$ cat config.mk
export PLATFORM = sky130hd
export DESIGN_NAME = cpu_run_controller
export DESIGN_NICKNAME = d
export VERILOG_FILES = /design/src/rtl/cpu_ctrl_pkg.sv /design/src/rtl/button_debouncer.sv /design/src/rtl/cpu_run_controller.sv
export SDC_FILE = /design/constraint.sdc
export NUM_CORES = 1
export LEC_CHECK = 0
export BUFFER_PORTS_ARGS = -buffer_cell sky130_fd_sc_hd__clkbuf_2
export CAP_MARGIN = 5
export CORE_MARGIN = 3
export CORE_UTILIZATION = 35
export CTS_CLUSTER_DIAMETER = 50
export DETAILED_ROUTE_END_ITERATION = 10
export PLACE_DENSITY_LB_ADDON = 0.05
export SLEW_MARGIN = 0
export SYNTH_ARGS = -nofsm -noshare
export SYNTH_HDL_FRONTEND = slang
export SYNTH_HIERARCHICAL = 1
export SYNTH_SLANG_ARGS = --single-unit
export TNS_END_PERCENT = 30
$ cat constraint.sdc
create_clock -name clk -period 3 [get_ports clk]
set_input_delay 0.45 -clock clk [delete_from_list [all_inputs] [get_ports clk]]
set_output_delay 0.45 -clock clk [all_outputs]
set_load 0.005 [all_outputs]
$ cat src/rtl/cpu_ctrl_pkg.sv
// Shared types and constants for the CPU run controller.
// Holds the run-state encoding, the opcode field width and the default HALT opcode.
// Imported by the controller top level.
package cpu_ctrl_pkg;

    typedef enum logic [2:0] {
        IDLE,
        ARM,
        RUN,
        DRAIN,
        DONE,
        TIMEOUT
    } run_state_t;

    localparam int OPCODE_W = 5;
    localparam logic [OPCODE_W-1:0] DEF_HALT_OPCODE = 5'b11111;

endpackage

$ cat src/rtl/button_debouncer.sv
// Start-button conditioner: 2-FF synchroniser, stability counter, rising-edge pulse.
// Ports: clk, reset (sync, active-high), btn_raw (async raw button),
//        level (debounced level), rise_pulse (1 cycle on a debounced 0->1).
module button_debouncer #(
    parameter int DEBOUNCE_CYCLES = 50000
) (
    input  logic clk,
    input  logic reset,
    input  logic btn_raw,
    output logic level,
    output logic rise_pulse
);

    localparam int CNT_W = $clog2(DEBOUNCE_CYCLES + 1);

    logic             sync1;
    logic             sync2;
    logic             level_q;
    logic [CNT_W-1:0] stable_cnt;

    always_ff @(posedge clk) begin
        if (reset) begin
            sync1      <= 1'b0;
            sync2      <= 1'b0;
            level      <= 1'b0;
            level_q    <= 1'b0;
            stable_cnt <= '0;
        end else begin
            sync1   <= btn_raw;
            sync2   <= sync1;
            level_q <= level;
            // Count consecutive samples that disagree with the current level;
            // any agreeing sample restarts the count.
            if (sync2 == level) begin
                stable_cnt <= '0;
            end else if (stable_cnt == CNT_W'(DEBOUNCE_CYCLES - 1)) begin
                level      <= sync2;
                stable_cnt <= '0;
            end else begin
                stable_cnt <= stable_cnt + CNT_W'(1);
            end
        end
    end

    assign rise_pulse = level & ~level_q;

endmodule

$ cat src/rtl/cpu_run_controller.sv
// Run sequencer for the pipelined CPU core: start button -> core reset/release -> HALT drain -> done/timeout.
// Ports: clk, reset (sync, active-high), start_btn, mode_sel, pc_in, instr_fetch_in in;
//        cpu_reset, cpu_mode, counter_enable, busy, done, timeout, run_cycles, halt_pc out.
module cpu_run_controller
    import cpu_ctrl_pkg::*;
#(
    parameter int                   PC_WIDTH        = 16,
    parameter int                   INSTR_WIDTH     = 20,
    parameter logic [OPCODE_W-1:0]  HALT_OPCODE     = DEF_HALT_OPCODE,
    parameter int                   DEBOUNCE_CYCLES = 50000,
    parameter int                   RESET_HOLD      = 4,
    parameter int                   DRAIN_CYCLES    = 5,
    parameter int                   MAX_CYCLES      = 2**24
) (
    input  logic                   clk,
    input  logic                   reset,
    input  logic                   start_btn,
    input  logic                   mode_sel,
    input  logic [PC_WIDTH-1:0]    pc_in,
    input  logic [INSTR_WIDTH-1:0] instr_fetch_in,
    output logic                   cpu_reset,
    output logic                   cpu_mode,
    output logic                   counter_enable,
    output logic                   busy,
    output logic                   done,
    output logic                   timeout,
    output logic [31:0]            run_cycles,
    output logic [PC_WIDTH-1:0]    halt_pc
);

    localparam int ARM_W   = $clog2(RESET_HOLD + 1);
    localparam int DRAIN_W = $clog2(DRAIN_CYCLES + 1);

    run_state_t           state;
    run_state_t           state_nxt;
    logic                 start_pulse;
    logic                 btn_level;
    logic                 start_accept;
    logic                 halt_seen;
    logic                 at_limit;
    logic                 arm_last;
    logic                 drain_last;
    logic [PC_WIDTH-1:0]  pc_q;
    logic [ARM_W-1:0]     arm_cnt;
    logic [DRAIN_W-1:0]   drain_cnt;

    button_debouncer #(
        .DEBOUNCE_CYCLES(DEBOUNCE_CYCLES)
    ) u_btn (
        .clk        (clk),
        .reset      (reset),
        .btn_raw    (start_btn),
        .level      (btn_level),
        .rise_pulse (start_pulse)
    );

    // Only the opcode field and the edge pulse matter here.
    logic unused_ok;
    assign unused_ok = &{1'b0, btn_level, instr_fetch_in[INSTR_WIDTH-OPCODE_W-1:0]};

    assign start_accept = start_pulse &&
                          (state == IDLE || state == DONE || state == TIMEOUT);
    // run_cycles is still zero only on the first RUN cycle, when the ROM output
    // does not yet correspond to a fetched PC, so the compare is masked there.
    assign halt_seen  = (instr_fetch_in[INSTR_WIDTH-1 -: OPCODE_W] == HALT_OPCODE) &&
                        (run_cycles != 32'd0);
    assign at_limit   = (run_cycles == 32'(MAX_CYCLES - 1));
    assign arm_last   = (arm_cnt == ARM_W'(RESET_HOLD - 1));
    assign drain_last = (drain_cnt == DRAIN_W'(DRAIN_CYCLES - 1));

    // State register
    always_ff @(posedge clk) begin
        if (reset) state <= IDLE;
        else       state <= state_nxt;
    end

    // Next-state logic
    always_comb begin
        state_nxt = state;
        case (state)
            IDLE, DONE, TIMEOUT: if (start_pulse) state_nxt = ARM;
            ARM:                 if (arm_last)    state_nxt = RUN;
            RUN: begin
                // HALT takes priority over the watchdog in the same cycle.
                if (halt_seen)     state_nxt = DRAIN;
                else if (at_limit) state_nxt = TIMEOUT;
            end
            DRAIN:               if (drain_last)  state_nxt = DONE;
            default:             state_nxt = IDLE;
        endcase
    end

    // Outputs decoded from state
    always_comb begin
        cpu_reset      = 1'b1;
        counter_enable = 1'b0;
        busy           = 1'b0;
        done           = 1'b0;
        timeout        = 1'b0;
        case (state)
            ARM:     busy = 1'b1;
            RUN, DRAIN: begin
                cpu_reset      = 1'b0;
                counter_enable = 1'b1;
                busy           = 1'b1;
            end
            // Core stays out of reset so its register/RAM contents can be inspected.
            DONE: begin
                cpu_reset = 1'b0;
                done      = 1'b1;
            end
            TIMEOUT: timeout = 1'b1;
            default: cpu_reset = 1'b1;
        endcase
    end

    // Counters and capture registers
    always_ff @(posedge clk) begin
        if (reset) begin
            cpu_mode   <= 1'b0;
            run_cycles <= 32'd0;
            halt_pc    <= '0;
            pc_q       <= '0;
            arm_cnt    <= '0;
            drain_cnt  <= '0;
        end else begin
            // pc_q lines up with instr_fetch_in, which lags the PC by one cycle.
            pc_q <= pc_in;

            if (start_accept) begin
                cpu_mode   <= mode_sel;
                run_cycles <= 32'd0;
                halt_pc    <= '0;
            end else if ((state == RUN || state == DRAIN) && run_cycles != 32'hFFFF_FFFF) begin
                run_cycles <= run_cycles + 32'd1;
            end

            if (state == RUN && halt_seen) halt_pc <= pc_q;

            if (state == ARM) arm_cnt <= arm_cnt + ARM_W'(1);
            else              arm_cnt <= '0;

            if (state == DRAIN) drain_cnt <= drain_cnt + DRAIN_W'(1);
            else                drain_cnt <= '0;
        end
    end

endmodule

# After elaboration in Yosys (flattened, before gate mapping)

Cells that the tools add are included.

Bits in registers: 94
Input port bits: 40
Output and inout port bits: 54
Word-level logic and storage cells: 70

$add $sub $neg: 4
Eq/ne operators: 16
Mux-type cells: 13
Bitwise operators: 5
Reductions and logical operators: 20

Operators by type and width:

| operator              | number |
|---|---|
| $add 32x1->32 const B | 1 |
| $eq 32x24->1 const B  | 1 |
| $mux 16               | 2 |
| $ne 32x32->1 const B  | 1 |
| $reduce_bool 32->1    | 1 |
| $add 16x1->16 const B | 1 |
| $eq 16x16->1 const B  | 1 |
| $mux 3                | 5 |
| $pmux 3 s4            | 1 |
| $reduce_or 3->1       | 4 |
| $eq 3x2->1 const B    | 3 |
| $eq 3x3->1 const B    | 3 |
| $reduce_or 2->1       | 4 |
| $add 3x1->3 const B   | 2 |
| $ne 2x2->1 const B    | 3 |
| $eq 5x5->1 const B    | 1 |
| $mux 1                | 5 |
| $logic_and 1x1->1     | 4 |
| $not 1->1             | 4 |
| $reduce_and 4->1      | 1 |
| $eq 3x1->1 const B    | 1 |
| $logic_not 3->1       | 1 |
| $logic_or 1x1->1      | 3 |
| $ne 3x3->1 const B    | 1 |
| other kinds (4)       | 4 |

# Logic depth before layout (Yosys ltp)

Gate-level depths: netlist of the first run.

Word-level depth: 6
Gate-level depth with buffers: 9
Depth with buffers taken out: 7

# Modules after synthesis

Netlist of the first run, hierarchy kept.

Modules (own cells, without submodules):

| module             | times used | cells each | area each (µm²) | sequential area each (µm²) |
|---|---|---|---|---|
| cpu_run_controller | 1          | 399        | 3348.2          | 1481.4 |
| button_debouncer   | 1          | 90         | 834.6           | 400.4 |

# Least setup slack after synthesis of the first run

No wires, ideal clock.

Path kind: register to register
Start: register run_cycles[28]
End: register state[2]
Setup time: 0.139 ns
Arrival: 2.061 ns
Data required time: 2.861 ns
Slack: 0.800 ns
Stages on the path, launching flop included: 6
Buffers on the path: 0
Clock period less this slack: 2.200 ns
Cells stage by stage: dfxtp_1 or4_4 or4_4 o21a_1 o41ai_2 a221oi_1

Word-level cells in the longest chain between the ends: 4
Elaborated cells on any way between the ends: 7
Those cells by class: eq/ne: 2; mux: 2; reduce/logical: 3

RTL lines:

| item                                                            | line                      | RTL |
|---|---|---|
| start: declaration                                              | cpu_run_controller.sv:27  | `output logic [31:0] run_cycles,` |
| start signal: assignment                                        | cpu_run_controller.sv:135 | `run_cycles <= run_cycles + 32'd1;` |
| $reduce_bool 32->1                                              | cpu_run_controller.sv:66  | `(run_cycles != 32'd0);` |
| $logic_and 1x1->1                                               | cpu_run_controller.sv:65  | `assign halt_seen = (instr_fetch_in[INSTR_WIDTH-1 -: OPCODE_W] == HALT_OPCODE) &&` |
| $ne 3x3->1 (no source line) or $mux 3 (tied branches)           | n/a                       |  |
| $reduce_and 4->1 (no source line) or $pmux 3 s4 (tied branches) | n/a                       |  |
| end signal: assignment                                          | cpu_run_controller.sv:74  | `else state <= state_nxt;` |
| end: declaration                                                | cpu_run_controller.sv:34  | `run_state_t state;` |

Several ways; a longest one is shown, not always the timed one.
A chain may end at the register's enable or synchronous reset.

# Final worst setup path of the first run

Start: register run_cycles[24]
End: register state[1]

Same word-level chain as after synthesis.

==> results of run 1 <==
[cell usage after synthesis (all sizes together), types with 2 or more instances]
| cell | n | area (µm²) |
|---|---|---|
| a211oi | 2 | 15.0 |
| a21oi | 40 | 200 |
| a221oi | 2 | 17.5 |
| a311oi | 4 | 35.0 |
| a31oi | 2 | 12.5 |
| and2 | 4 | 25.0 |
| and3 | 8 | 50.1 |
| and4 | 6 | 53.8 |
| buf | 6 | 33.8 |
| clkbuf | 15 | 56.3 |
| dfxtp | 94 | 1880 |
| ha | 7 | 87.6 |
| inv | 13 | 48.8 |
| mux2i | 5 | 50.1 |
| nand2 | 45 | 171 |
| nand2b | 3 | 18.8 |
| nand3 | 36 | 180 |
| nand3b | 2 | 15.0 |
| nand4 | 16 | 113 |
| nand4b | 3 | 26.3 |
| nor2 | 46 | 173 |
| nor2b | 21 | 131 |
| nor3 | 10 | 55.1 |
| nor4 | 11 | 68.8 |
| nor4b | 3 | 26.3 |
| nor4bb | 2 | 20.0 |
| o21a | 2 | 15.0 |
| o21ai | 20 | 111 |
| o31ai | 4 | 30.0 |
| o41ai | 2 | 25.0 |
| or3 | 16 | 100 |
| or4 | 11 | 90.1 |
| xnor2 | 20 | 175 |
| xor2 | 4 | 35.0 |
[power groups by stage]
stage / clock [mW] / combinational (mW) / sequential [mW]
floorplan: 0 / 0.0900 / 1.31
global placement: 0 / 0.151 / 1.31
detailed placement: 0 / 0.152 / 1.31
CTS: 1.20 / 0.153 / 1.28
global route: 1.25 / 0.169 / 1.29
finish: 1.16 / 0.150 / 1.28
[final cells by class]
class	count	area, µm²	area share (%)
flip-flops and latches	94	1880	37.6
inverters	13	48.8	0.975
repair buffers	84	435	8.70
well taps	143	179	3.58
clock buffers	10	229	4.58
multi-input cells	361	2160	43.2
clock inverters	6	68.8	1.38
[through the flow]
| step | cells | worst slack [ns] | utilization, % | total power [mW] |
|---|---|---|---|---|
| floorplan | 489 | 0.800 | - | 1.40 |
| global placement | 695 | 0.586 | 40.7 | 1.46 |
| detailed placement | 695 | 0.549 | 40.7 | 1.47 |
| CTS | 711 | 0.535 | 43.3 | 2.64 |
| global route | 711 | 0.453 | 43.3 | 2.70 |
| finish | 711 | 0.584 | 43.3 | 2.59 |
[kinds of logic after synthesis]
| group | count (synthesis) |
|---|---|
| compound gates | 82 |
| fa+ha+maj | 7 |
| xor+xnor | 24 |
| simple gates | 243 |
| mux | 5 |
| flops | 94 |
| buf+inv | 34 |
[worst register-to-register path, delay by kind of cell (launching register included)]
family,cells,cell delay (ns)
AO/OA/AOI/OAI,2,0.56
flip-flops,1,0.37
AND/OR/NAND/NOR,3,1.36
[flip-flops by register name (all words and copies together), names as in the netlist]
name and count:
u_btn/level_q 1, drain_cnt 3, u_btn/sync2 1, u_btn/level 1, state 3, halt_pc 16
u_btn/sync1 1, pc_q 16, arm_cnt 3, run_cycles 32, u_btn/stable_cnt 16, cpu_mode 1
[layer usage]
metal / vias to the layer above / GRT usage [%]
li1: 1908 / -
met1: 1765 / 23.0
met2: 67 / 24.0
met3: 4 / 6.37
met4: 0 / 4.69
met5: - / 0
[worst paths after layout]
path,to,slack [ns],cells past startpoint
worst max register to register,state[1]$_SDFFE_PP0P_,0.58,5
worst max-delay path,state[1]$_SDFFE_PP0P_,0.58,5
worst min-delay path,pc_q[5]$_SDFF_PP0_,0.31,2
worst min register to register,halt_pc[12]$_SDFFE_PP0P_,0.43,2
==> results by group, run 1 <==
Layout
  – Layout area overhead: 19.7%
  – Fill cells: 1186
  – N_diodes: 0
  – Most common cell after layout, fill and taps aside: dfxtp_1
  – Nets: 610
  – Most frequent cells in the layout: dfxtp_1 (94), clkbuf_2 (78), nor2_1 (46), nand2_1 (44), a21oi_1 (40)
  – Finished Cell Area: 5000 µm²
  – Layout cells sized above 1: 19.0%

Power and ir drop
  – Sequential share of power: 49.6%
  – Lkg Pwr: 1.83 nW
  – Int Power: 1.98 mW
  – Net Sw Frac: 23.5%
  – Clock Power Share: 44.7%
  – Switching power: 0.609 mW
  – Combinational Power Share: 5.8%
  – Peak VDD IR: 0.000404 V
  – Power Density: 518 nW/µm²

Yosys
  – Synth unique cells: 48
  – Synth Register Bits: 94
  – Syn_nets: 536
  – EDFF count, synth: 0
  – Async set-reset flop share out of synthesis: 0%
  – Avg Synthesized Cell Area: 8.55 µm²
  – Synth Cell Area: 4180 µm²
  – Largest family of logic cells by synthesized area: simple AND/OR/NAND/NOR gates
  – Adder-cell area share of the yosys netlist: 2.09%
  – Seq/Total Area, Yosys: 45.0%
  – Synthesis Warnings: 6
  – Synth Area in XOR/XNOR: 5.03%
  – Complex-gate fraction of the synthesized area: 11.9%
  – Mapped Cells: 489
  – Most common flop cell mapped by yosys: dfxtp_1
  – Simple-gate share of the synthesized area: 31.5%
  – Mux share of post-synthesis cell area: 1.20%

Routing
  – Post-Route WL: 10.7 mm
  – Met3 wire len: 553 µm
  – Post-route ant nets: 0
  – Remaining DRCs: 0
  – Met2 routed WL: 4.72 mm
  – Wl on met1: 5.31 mm
  – DRC marker count from the first detailed-route iteration: 227
  – DR vias: 3744
  – Average via count per standard cell: 5.27
  – Highest metal layer with signal wires: met4
  – WL/cell: 15.0 µm
  – Drt first pass iters: 4

Critical path
  – Buffer and inverter count on the worst path: 0
  – WP data required: 3.21 ns
  – CP Capture Type: flop
  – Worst r2r src: run_cycles[24]$_SDFFE_PP0P_
  – Critical Path Start: run_cycles[24]$_SDFFE_PP0P_
  – CP arrival: 2.63 ns
  – Slowest cell on the critical path: or4_4
  – Worst setup path class: reg2reg
  – Crit-path leading delay family: simple AND/OR/NAND/NOR gates
  – Slowest stage delay, CP: 0.59 ns
  – CP cell instances: or4_1, or4_4, o21a_1, nor2_1, a311oi_1
  – Crit Path Max Fanout: 17
  – Startpoint Class: flop

Placed design
  – DP HPWL: 7.51 mm
  – GPL Wtd Cong: 0.823
  – Number of buffers added on ports: 78
  – Dpl cell area: 4710 µm²

Flow run
  – Max-Cap Viols: 0

STA
  – Final min period: 2.42 ns
  – Final Max Tran Viols: 0
  – Final Cycle Share: 80.5%
  – Setup repair after global routing missed its margin: no
  – Endpoints failing hold: 0
  – Slew margin rel.: 55.0%
  – FMAX: 0.414 GHz
  – # setup viols final: 0
  – Worst-margin pin slew: 0.676 ns
  – Final setup TNS: 0 ns
  – Clock Skew: 0.00697 ns
  – Worst hold slack: 0.306 ns

CTS
  – Inserted Clock Buffers: 9
  – CTS tree: done
  – Post-CTS Setup Inserts: 0
  – Clock slew seen by the registers of the worst setup and hold paths: 0.07 ns
  – Cts hold-fix bufs: 0
  – Clk buf depth: 2
  – PostCTS Resize Cnt: 0
  – Clock Sinks: 94
  – Clock root buffer: clkbuf_16
  – Clk Latency, worst-skew pair: 0.35 ns
  – Htree depth: 3

Status
  – Run status: finished, final reports clean

Floorplan
  – Die ar.: 13300 µm²
  – Row Count: 39
  – Die width: 115 µm
  – Ports: 94
  – DIE HEIGHT: 115 µm
  – Core area: 11600 µm²
  – Initial Util: 36.2%

Global routing
  – Number of global-route vias before repair: 3382
  – First-pass GRT wire length: 17.4 mm
  – Initial antenna violation count: 0
  – Largest net degree at the start of global routing: 37
  – Grt ovf: 0
  – Total track usage: 16.6%

Min path
  – Worst min path class: in2reg
  – Hold_sp: pc_in[5]
No activity file was read; power rests on OpenSTA's default activity.
==> inputs of run 2 (changes only) <==
- clock period: 3 -> 2.1 ns (I/O delays scaled with it)
==> run 2 against run 1 <==
Compared with the run above:
- the run now ends with setup timing left
- setup slack worse by 0.64 ns
- sequential power is 43% higher
- clock-buffer cell count is 1 lower
- clock skew is 0.0011 ns lower
- core utilization is 3.3 points higher
- register-to-register slack worse by 0.64 ns
- combinational power is 51% higher
- routed wire length is 3.1% higher
- final area is 7.6% higher
- hold slack worse by 0.14 ns
- critical endpoint is now state[2]$_SDFFE_PP0P_
- largest cell class unchanged
==> results by group, run 2 (same netlist as run 1, synthesis figures left out) <==
Floorplan
  – Die width: 115 µm
  – DIE HEIGHT: 115 µm
  – Ports: 94
  – Die ar.: 13300 µm²
  – Initial Util: 36.2%
  – Row Count: 39
  – Core area: 11600 µm²

Power and ir drop
  – Lkg Pwr: 2.06 nW
  – Power Density: 675 nW/µm²
  – Peak VDD IR: 0.000619 V

Layout
  – Layout area overhead: 28.8%
  – Nets: 654
  – Finished Cell Area: 5390 µm²
  – Most common cell after layout, fill and taps aside: dfxtp_1
  – Reg with most FFs: run_cycles
  – Layout cells sized above 1: 26.3%
  – Number of flip-flops in the largest register: 32
  – N_diodes: 0
  – Most frequent cells in the layout: dfxtp_1 (91), clkbuf_2 (78), buf_4 (47), nor2_1 (46), nand2_1 (44)

Critical path
  – Worst setup path class: reg2reg
  – CP arrival: 2.37 ns
  – Crit-path leading delay family: simple AND/OR/NAND/NOR gates
  – Slowest stage delay, CP: 0.60 ns
  – Crit Path Max Fanout: 4
  – Buffer and inverter count on the worst path: 0
  – WP data required: 2.31 ns
  – Startpoint Class: flop
  – CP Capture Type: flop
  – CP cell instances: or4_1, or4_4, o21a_1, o41ai_2, a221oi_1
  – Slowest cell on the critical path: or4_4

Routing
  – Drt first pass iters: 6
  – Average via count per standard cell: 5.18
  – DR vias: 3914
  – Remaining DRCs: 0
  – Post-Route WL: 11.0 mm
  – Post-route ant nets: 0
  – DRC marker count from the first detailed-route iteration: 187
  – WL/cell: 14.6 µm

Global routing
  – Initial antenna violation count: 0
  – Number of global-route vias before repair: 3625
  – Total track usage: 17.3%
  – Grt ovf: 0
  – First-pass GRT wire length: 18.3 mm
  – Largest net degree at the start of global routing: 36

STA
  – Final WS setup: -0.0581 ns
  – FMAX: 0.463 GHz
  – Worst hold slack: 0.168 ns
  – Worst-margin pin slew: 0.491 ns
  – Slew margin rel.: 66.3%
  – # setup viols final: 2
  – Clock Skew: 0.00586 ns
  – Final min period: 2.16 ns
  – Final Cycle Share: 103%
  – Setup repair after global routing missed its margin: yes
  – Endpoints failing hold: 0
  – Final Max Tran Viols: 0

CTS
  – CTS tree: done
  – Clock root buffer: clkbuf_16
  – Clk buf depth: 2
  – Clk Latency, worst-skew pair: 0.35 ns
  – Inserted Clock Buffers: 9
  – Htree depth: 3
  – Clock Sinks: 94
  – Post-CTS Setup Inserts: 0
  – Cts hold-fix bufs: 0
  – Clock slew seen by the registers of the worst setup and hold paths: 0.07 ns

Placed design
  – DP HPWL: 8.13 mm
  – GPL Wtd Cong: 0.797
  – Number of buffers added on ports: 78
  – Dpl cell area: 5080 µm²

Flow run
  – Max-Cap Viols: 0

Status
  – Failing checks: setup timing
  – Run status: complete, but fails checks

Min path
  – Worst min path class: in2reg
## run 2: power breakdown
part / total, mW / switching, mW / leakage, nW / internal (mW)
registers: 1.83 / 0.0204 / 0.764 / 1.81
logic: 0.226 / 0.131 / 1.16 / 0.0946
clock network: 1.58 / 0.751 / 0.139 / 0.828
total: 3.64 / 0.903 / 2.06 / 2.73
## run 2: path summary, 6_finish.rpt
path         cells past startpoint                       to  slack [ns]                       start
max                              5    state[2]$_SDFFE_PP0P_       -0.06  run_cycles[6]$_SDFFE_PP0P_
min                              2       pc_q[1]$_SDFF_PP0_        0.17                    pc_in[1]
max reg2reg                      5    state[2]$_SDFFE_PP0P_       -0.06  run_cycles[6]$_SDFFE_PP0P_
min reg2reg                      2  halt_pc[1]$_SDFFE_PP0P_        0.44          pc_q[1]$_SDFF_PP0_
## run 2: cell type report
type                    instances  area [µm²]
repair buffers                128         803
well taps                     143         179
fillers                      1192        6180
multi-input cells             361        2180
flip-flops and latches         94        1890
clock inverters                 7        62.6
inverters                      13        48.8
clock buffers                   9         225
## run 2: through the flow
step                      setup slack [ns]  setup TNS [ns]  cells  power (mW)  util [%]
after floorplan                   -0.00408         -0.0314    489        2.00         -
after global placement             -0.0548          -0.103    739        2.10      43.9
after detailed placement           -0.0624          -0.109    739        2.10      43.9
after CTS                          -0.0526         -0.0866    755        3.70      46.4
after global routing                -0.118          -0.816    755        3.80      46.6
final                              -0.0581          -0.101    755        3.64      46.6
## run 2: timing repair
action,CTS,global route
gates cloned,0,0
endpoints found under the setup margin,12,26
gates resized for setup,0,7
pin swaps,2,12
## run 2: worst reg2reg max path: stages, from the launching register on
cell,delay (ns)
dfxtp_1,0.31
or4_1,0.52
or4_4,0.60
o21a_1,0.21
o41ai_2,0.25
a221oi_1,0.14
## run 2: routing by layer
layer  global-route usage [%]  share of wire, %  vias up
met5                        0                 0        -
met4                     4.93               1.1        0
met3                     5.47               6.3       10
met2                     25.9                44       94
met1                     24.1                49     1812
li1                         -                 -     1998
==> inputs of run 3 (changes only) <==
- CORE_UTILIZATION: 35 -> 40
- PLACE_DENSITY_LB_ADDON: 0.05 -> default
==> run 3 against run 2 <==
Compared with the run above:
- the flow still finishes with violations (setup timing)
- core utilization up 6.8 points
- global-route usage up 0.99 points
- power down 8.4%
- die area down 12%
- routed wire length down 5.8%
- critical path depth unchanged
- sequential share of layout area up 0.45 points
- combinational power down 3%
- critical path type unchanged
==> results by group, run 3 (same netlist as run 1, synthesis figures left out) <==
Status
  – Run status: complete, but fails checks
  – Failing checks: setup timing

Critical path
  – WP data required: 2.33 ns
  – Worst setup path class: reg2reg
  – Buffer and inverter count on the worst path: 0
  – CP cell instances: or4_1, or4_4, o21a_1, o41ai_4, a221oi_1
  – Slowest cell on the critical path: or4_4
  – Slowest stage delay, CP: 0.59 ns
  – Startpoint Class: flop
  – CP Capture Type: flop
  – Crit Path Max Fanout: 4
  – Crit-path leading delay family: simple AND/OR/NAND/NOR gates
  – CP arrival: 2.38 ns
  – Internal reg-to-reg setup slack: -0.05 ns

STA
  – Endpoints failing hold: 0
  – Final Cycle Share: 102%
  – FMAX: 0.465 GHz
  – # setup viols final: 10
  – Clock Skew: 0.0119 ns
  – Setup repair after global routing missed its margin: yes
  – Worst-margin pin slew: 0.479 ns
  – Final Max Tran Viols: 0
  – Slew margin rel.: 67.2%
  – Final min period: 2.15 ns
  – Worst hold slack: 0.152 ns
  – Final WS setup: -0.0486 ns

CTS
  – Clock slew seen by the registers of the worst setup and hold paths: 0.10 ns
  – Clk Latency, worst-skew pair: 0.37 ns
  – Clock Sinks: 94
  – Clk buf depth: 2
  – Htree depth: 3
  – Clock root buffer: clkbuf_8
  – CTS tree: done
  – Inserted Clock Buffers: 9

Routing
  – DR vias: 3950
  – Wl on met1: 5.00 mm
  – Drt first pass iters: 5
  – Post-Route WL: 10.4 mm
  – Remaining DRCs: 0
  – Met3 wire len: 563 µm
  – DRC marker count from the first detailed-route iteration: 219
  – Met2 routed WL: 4.60 mm
  – WL/cell: 14.0 µm
  – Highest metal layer with signal wires: met4
  – Average via count per standard cell: 5.34
  – Post-route ant nets: 0

Layout
  – Most frequent cells in the layout: dfxtp_1 (91), clkbuf_2 (78), nor2_1 (46), nand2_1 (43), buf_4 (42)
  – N_diodes: 0
  – Most common cell after layout, fill and taps aside: dfxtp_1
  – Layout area overhead: 27.1%
  – Layout cells sized above 1: 26.9%
  – Post-Route Utilization: 53.4%
  – Number of flip-flops in the largest register: 32
  – Reg with most FFs: run_cycles
  – Nets: 649

Power and ir drop
  – Peak VDD IR: 0.000315 V
  – Power Density: 627 nW/µm²
  – Lkg Pwr: 2.04 nW

Global routing
  – First-pass GRT wire length: 17.3 mm
  – Initial antenna violation count: 0
  – Largest net degree at the start of global routing: 45
  – Grt ovf: 0
  – Number of global-route vias before repair: 3685
  – Total track usage: 18.3%

Floorplan
  – Ports: 94
  – Die ar.: 11700 µm²
  – DIE HEIGHT: 108 µm
  – Initial Util: 42.0%
  – Row Count: 36
  – Die width: 108 µm
  – Core area: 9950 µm²

Flow run
  – Max-Cap Viols: 0

Placed design
  – DP HPWL: 7.40 mm
  – GPL Wtd Cong: 0.836
  – Number of buffers added on ports: 78
  – Worst slack, placed: -0.0462 ns

Min path
  – Worst min path class: in2reg
[run 3: cell count changes in the layout (fill, tap and decap cells not counted), sizes merged]
cell / previous run / this run
buf: 50 / 44
clkinv: 2 / 0
bufinv: 0 / 1
clkbuf: 87 / 88
inv: 17 / 18
[run 3: worst reg2reg max path, cell delays in order (launching register included)]
cell	delay (ns)
dfxtp_1	0.33
or4_1	0.51
or4_4	0.59
o21a_1	0.22
o41ai_4	0.23
a221oi_1	0.13
[run 3: cell type report]
class,count,area (µm²)
timing repair buffer,123,762
tap,133,166
inverter,13,48.8
fill,959,4640
multi-input combinational,361,2240
clock buffer,9,124
clock inverter,7,86.3
sequential,94,1890
[run 3: timing repair]
| item | 4_1_cts | 5_1_grt |
|---|---|---|
| pin swaps | 1 | 13 |
| gates cloned | 0 | 1 |
| setup buffers | 0 | 2 |
| gates resized for setup | 2 | 16 |
| setup endpoints to repair | 15 | 39 |
| hold buffers | 0 | 0 |
[run 3: per-layer routing]
layer	vias up	GRT usage, %
met4	0	7.39
li1	1975	-
met2	103	28.0
met5	-	0
met3	13	3.70
met1	1859	25.3
[run 3: worst paths after layout]
path,cells past startpoint,startpoint,endpoint
setup / recovery,5,run_cycles[6]$_SDFFE_PP0P_,state[0]$_SDFFE_PP0P_
hold / removal,2,pc_in[10],pc_q[10]$_SDFF_PP0_
setup reg to reg,5,run_cycles[6]$_SDFFE_PP0P_,state[0]$_SDFFE_PP0P_
hold reg to reg,2,pc_q[4]$_SDFF_PP0_,halt_pc[4]$_SDFFE_PP0P_
[run 3: metrics by stage]
stage	area, µm²	std cells	total power [mW]	setup TNS (ns)
after floorplan	4200	489	2.00	-0.0314
after global placement	4980	721	2.08	-0.0574
after detailed placement	4980	721	2.09	-0.159
after CTS	5200	737	3.36	-0.0964
after global routing	5320	740	3.47	-1.56
final	5320	740	3.33	-0.185
[run 3: where the power goes]
part           total [mW]  leakage, nW  switching, mW  internal (mW)
Clock                1.28        0.105          0.699          0.580
Sequential           1.83        0.764         0.0218           1.81
Combinational       0.220         1.17          0.130         0.0900
Total                3.33         2.04          0.850           2.48
